[src/rtl/clksw_initiator.sv]
// Initiator side of the hsclk_by4 / lsclk CPU clock handover.
// Drives hienable into the selection retimers and sequences each switch from their synchronised feedback.
module clksw_initiator #(
    parameter int unsigned SYNC_STAGES = 2,
    parameter int unsigned LS_DWELL    = 16,
    parameter int unsigned TIMEOUT     = 255
) (
    input  logic       hsclk_r,
    input  logic       rst_b,
    input  logic       slow_req,
    input  logic       cpuclk,
    input  logic       hiselect,
    input  logic       loselect,
    output logic       hienable,
    output logic       in_hs,
    output logic       in_ls,
    output logic       busy,
    output logic       timeout_err,
    output logic       overlap_err,
    output logic [7:0] switch_count
);

    // state   | meaning
    // HS_RUN  | running on hsclk_by4, watching slow_req
    // HS_DROP | hienable lowered, waiting for hiselect to fall
    // LS_WAIT | waiting for loselect to rise (reset state)
    // LS_RUN  | running on lsclk, dwell timer active
    // LS_DROP | hienable raised, waiting for loselect to fall
    // HS_WAIT | waiting for hiselect to rise
    typedef enum logic [2:0] {
        HS_RUN  = 3'd0,
        HS_DROP = 3'd1,
        LS_WAIT = 3'd2,
        LS_RUN  = 3'd3,
        LS_DROP = 3'd4,
        HS_WAIT = 3'd5
    } state_t;

    localparam logic [7:0] DWELL_LD = 8'(LS_DWELL);
    localparam logic [7:0] TO_LIM   = 8'(TIMEOUT);

    logic [SYNC_STAGES-1:0] hi_sync_q, hi_sync_d;
    logic [SYNC_STAGES-1:0] lo_sync_q, lo_sync_d;
    logic [SYNC_STAGES-1:0] ck_sync_q, ck_sync_d;
    logic                   ck_s_d_q, ck_s_d_d;

    state_t     state_q, state_d;
    logic [7:0] dwell_q, dwell_d;
    logic [7:0] to_cnt_q, to_cnt_d;
    logic [7:0] switch_count_q, switch_count_d;
    logic       hienable_q, hienable_d;
    logic       in_hs_q, in_hs_d;
    logic       in_ls_q, in_ls_d;
    logic       busy_q, busy_d;
    logic       timeout_err_q, timeout_err_d;
    logic       overlap_err_q, overlap_err_d;

    logic hi_s, lo_s, ck_s, phi2_ok, in_wait;

    assign hi_s = hi_sync_q[SYNC_STAGES-1];
    assign lo_s = lo_sync_q[SYNC_STAGES-1];
    assign ck_s = ck_sync_q[SYNC_STAGES-1];
    // cpuclk seen high on two consecutive samples: safely inside PHI2
    assign phi2_ok = ck_s & ck_s_d_q;
    assign in_wait = (state_q == HS_DROP) || (state_q == LS_WAIT) ||
                     (state_q == LS_DROP) || (state_q == HS_WAIT);

    always_comb begin
        hi_sync_d = {hi_sync_q[SYNC_STAGES-2:0], hiselect};
        lo_sync_d = {lo_sync_q[SYNC_STAGES-2:0], loselect};
        ck_sync_d = {ck_sync_q[SYNC_STAGES-2:0], cpuclk};
        ck_s_d_d  = ck_s;

        state_d        = state_q;
        dwell_d        = dwell_q;
        hienable_d     = hienable_q;
        switch_count_d = switch_count_q;
        timeout_err_d  = timeout_err_q;
        overlap_err_d  = overlap_err_q | (hi_s & lo_s);

        case (state_q)
            HS_RUN: begin
                if (slow_req && phi2_ok) begin
                    hienable_d = 1'b0;
                    state_d    = HS_DROP;
                end
            end
            HS_DROP: begin
                if (!hi_s) state_d = LS_WAIT;
            end
            LS_WAIT: begin
                if (lo_s) begin
                    state_d = LS_RUN;
                    dwell_d = DWELL_LD;
                end
            end
            LS_RUN: begin
                if (dwell_q != 8'd0) begin
                    dwell_d = dwell_q - 8'd1;
                end else if (!slow_req && phi2_ok) begin
                    hienable_d = 1'b1;
                    state_d    = LS_DROP;
                end
            end
            LS_DROP: begin
                if (!lo_s) state_d = HS_WAIT;
            end
            HS_WAIT: begin
                if (hi_s) begin
                    state_d        = HS_RUN;
                    switch_count_d = switch_count_q + 8'd1;
                end
            end
            default: state_d = LS_WAIT;
        endcase

        // Timeout counter restarts on every state change and saturates at the limit
        to_cnt_d = 8'd0;
        if (in_wait && (state_d == state_q)) begin
            to_cnt_d = (to_cnt_q == TO_LIM) ? to_cnt_q : to_cnt_q + 8'd1;
            if (to_cnt_d == TO_LIM) timeout_err_d = 1'b1;
        end

        in_hs_d = (state_d == HS_RUN);
        in_ls_d = (state_d == LS_RUN);
        busy_d  = (state_d == HS_DROP) || (state_d == LS_WAIT) ||
                  (state_d == LS_DROP) || (state_d == HS_WAIT);
    end

    always_ff @(posedge hsclk_r or negedge rst_b) begin
        if (!rst_b) begin
            hi_sync_q      <= '0;
            lo_sync_q      <= '0;
            ck_sync_q      <= '0;
            ck_s_d_q       <= 1'b0;
            state_q        <= LS_WAIT;
            dwell_q        <= 8'd0;
            to_cnt_q       <= 8'd0;
            switch_count_q <= 8'd0;
            hienable_q     <= 1'b0;
            in_hs_q        <= 1'b0;
            in_ls_q        <= 1'b0;
            busy_q         <= 1'b1;
            timeout_err_q  <= 1'b0;
            overlap_err_q  <= 1'b0;
        end else begin
            hi_sync_q      <= hi_sync_d;
            lo_sync_q      <= lo_sync_d;
            ck_sync_q      <= ck_sync_d;
            ck_s_d_q       <= ck_s_d_d;
            state_q        <= state_d;
            dwell_q        <= dwell_d;
            to_cnt_q       <= to_cnt_d;
            switch_count_q <= switch_count_d;
            hienable_q     <= hienable_d;
            in_hs_q        <= in_hs_d;
            in_ls_q        <= in_ls_d;
            busy_q         <= busy_d;
            timeout_err_q  <= timeout_err_d;
            overlap_err_q  <= overlap_err_d;
        end
    end

    assign hienable     = hienable_q;
    assign in_hs        = in_hs_q;
    assign in_ls        = in_ls_q;
    assign busy         = busy_q;
    assign timeout_err  = timeout_err_q;
    assign overlap_err  = overlap_err_q;
    assign switch_count = switch_count_q;

endmodule

[config.mk]
export PLATFORM = sky130hd
export DESIGN_NAME = clksw_initiator
export DESIGN_NICKNAME = d
export VERILOG_FILES = /design/src/rtl/clksw_initiator.sv
export SDC_FILE = /design/constraint.sdc
export NUM_CORES = 1
export LEC_CHECK = 0
export BUFFER_PORTS_ARGS = -buffer_cell sky130_fd_sc_hd__buf_2
export CAP_MARGIN = 15
export CORE_MARGIN = 5
export CORE_UTILIZATION = 45
export CTS_CLUSTER_SIZE = 12
export DETAILED_ROUTE_END_ITERATION = 12
export PLACE_DENSITY_LB_ADDON = 0.2
export SLEW_MARGIN = 20
export SYNTH_ARGS = -nofsm -noshare
export SYNTH_HDL_FRONTEND = slang
export SYNTH_SLANG_ARGS = --single-unit
[constraint.sdc]
create_clock -name hsclk_r -period 5.6 [get_ports hsclk_r]
set_input_delay 0.84 -clock hsclk_r [delete_from_list [all_inputs] [get_ports hsclk_r]]
set_output_delay 0.84 -clock hsclk_r [all_outputs]
set_load 0.02 [all_outputs]
==> flow_summary.ini <==
[status]
status = completed

[worst_hold_path]
hp-class = flop to flop

[placed_design]
place_ws_ns = 3.65
place.gp.congestion = 0.844
dp_hpwl_mm = 2.35
portBuffers = 19

[global_routing]
grt_start_max_net_pins = 41
grt_first_pass_wirelength_mm = 5.81
grt_pass1_vias = 1255
grt_overflow_total = 0
grt_util_all_layers = 0.138
antenna_found_initial = 0

[worst_setup_path]
crit_path_start_kind = flop
crit_arrival_ns = 2.14
cp_top_family = simple AND/OR/NAND/NOR gates
endpoint_kind = flop
critPathMaxStageDelay_ns = 0.47
crit_buf_inv = 0
cp_slowest_cell = dfrtp_1
cp.required_ns = 5.77
crit_chain = ha_1, and3_1, nand3_2, xor2_1, nor3b_1, a41o_1
cp_max_fo = 8
crit_type = flop to flop

[floorplan]
fp.dieH_um = 74.6
row_count = 23
die_w_um = 74.6
start_util = 0.466
num_io_pins = 20
die_area_um2 = 5560
fp.coreArea_um2 = 4030

[synthesis]
yosysTopAreaCellShare = 0.507
synth_area_leader_cell = dfrtp_1
synth_edf_count = 0
synth_cell_types = 41
synth-seq-cells = 40
ys_async_sr_fraction = 1.00
yosysSeqAreaShare = 0.535
synth_area_um2 = 1880
synth_nets = 184
synthFlopType = dfrtp_1
synthCells = 174
yosysMostFrequentCell = dfrtp_1
synth_common_cells = 38 x dfrtp_1, 17 x nor2_1, 11 x nand2_1
ys.warnings.count = 0
avgSynthCellArea_um2 = 10.8
netlist_top_cells_area = dfrtp_1 51%, xor2_1 4.2%, nor2_1 3.4%

[clock_network]
cts_buffer_depth = 2
cts.sinks = 40
cts_root_buf = clkbuf_8
cts.repair.resized = 0
cts_buffers = 5
post_cts_buffers = 0
hold_buffers = 0
cts_tree = yes
htree_levels = 2
clk_pin_slew_ns = 0.07
clk_latency_ns = 0.28

[timing]
fin_tns_setup_ns = 0
slew_headroom = 0.429
grt_setup_unrepaired = no
drv_slew = 0
finalSetupViolCount = 0
worst_pin_slew_ns = 0.856
final.period_utilization = 0.352
finClkSkew_ns = 0.00612
final-hold-violation-count = 0
min_period_ns = 1.97
setup_ws_ns = 3.63
max_freq_mhz = 507

[job]
maxCapViolCount = 0

[routing]
drcViolationCount = 0
vias = 1310
final_antenna_net_count = 0
routed_wl_mm = 3.29
avgRoutedWirePerCell_um = 13.6
drtIter0Drc = 129
vias_per_cell = 5.39
dr.pass1.iters = 4

[power]
vdd_drop_max_mv = 0.131
p_per_area_nw_per_um2 = 338
power.leakage_nw = 0.957

[layout]
area_growth_pct = 11.1
nets = 202
num_antenna_cells = 0
drive_above_1_share = 0.171
==> power by group <==
part,leakage (nW),internal (mW),switching [mW]
Sequential,0.500,0.332,0.0416
Clock,0.0422,0.0873,0.0907
Combinational,0.415,0.0643,0.0888
Total,0.957,0.484,0.221
==> per-layer routing <==
metal	vias to the layer above	global-route usage	wire, µm
met4	0	0.0613	73
met5	-	0	0
li1	649	-	-
met1	619	0.179	1500
met3	8	0.0486	184
met2	34	0.210	1540
==> cell type report <==
class                      count  area [µm²]
multi-input combinational    123         831
sequential                    40        1000
tap                           50        62.6
timing repair buffer          19        95.1
inverter                       3        11.3
clock inverter                 1        5.00
clock buffer                   7        76.3
fill                         383        1940
==> path summary, 6_finish.rpt <==
kind / from / endpoint / slack (ns) / cells after the start
max: to_cnt_q[1] / timeout_err / 3.63 / 6
min: lo_sync_q[0] / lo_sync_q[1] / 0.35 / 0
max reg2reg: to_cnt_q[1] / timeout_err / 3.63 / 6
min reg2reg: lo_sync_q[0] / lo_sync_q[1] / 0.35 / 0
max in group asynchronous: rst_b / switch_count[4] / 4.40 / 1
min in group asynchronous: rst_b / in_hs / 0.66 / 1
==> cell usage in the layout, fill, tap and decap left out, types with 3 or more instances in the layout <==
cell type and instances:
dfrtp_1 38, buf_2 19, nor2_1 17, nand2_1 11, nand3_1 9, xor2_1 9
nor2b_1 6, o21ai_0 6, nand4_1 5, xnor2_1 5, clkbuf_8 5, a21oi_1 4
nor3_1 4, ha_1 4, inv_1 3, nand2b_1 3, nand3b_1 3, and3_1 3
mux2i_1 3, and4_1 3, a21o_1 3, nand4b_1 3
==> through the flow <==
step | total power, mW | util | std cells | hold slack, ns | area [µm²]
final | 0.705 | 0.517 | 243 | 0.351 | 2080
after global routing | 0.760 | 0.517 | 243 | 0.366 | 2080
after CTS | 0.717 | 0.517 | 243 | 0.352 | 2080
after floorplan | 0.489 | - | 174 | 0.331 | 1880
after detailed placement | 0.534 | 0.497 | 235 | 0.335 | 2000
after global placement | 0.523 | 0.497 | 235 | 0.332 | 2000
==> state kept, by name, indices dropped and copies added (netlist names) <==
name,cells
timeout_err,1
lo_sync_q,2
in_ls,1
ck_s_d_q,1
switch_count,8
to_cnt_q,8
ck_sync_q,2
busy,1
dwell_q,8
overlap_err,1
state_q,3
hienable,1
hi_sync_q,2
in_hs,1
==> kinds of logic after synthesis <==
kind of cell / synth area share
compound gates: 0.0847
xor+xnor: 0.0653
fa+ha+maj: 0.0267
buf+inv: 0.0227
flops: 0.535
mux: 0.0220
simple gates: 0.244
(Power assumes the default switching activity.)
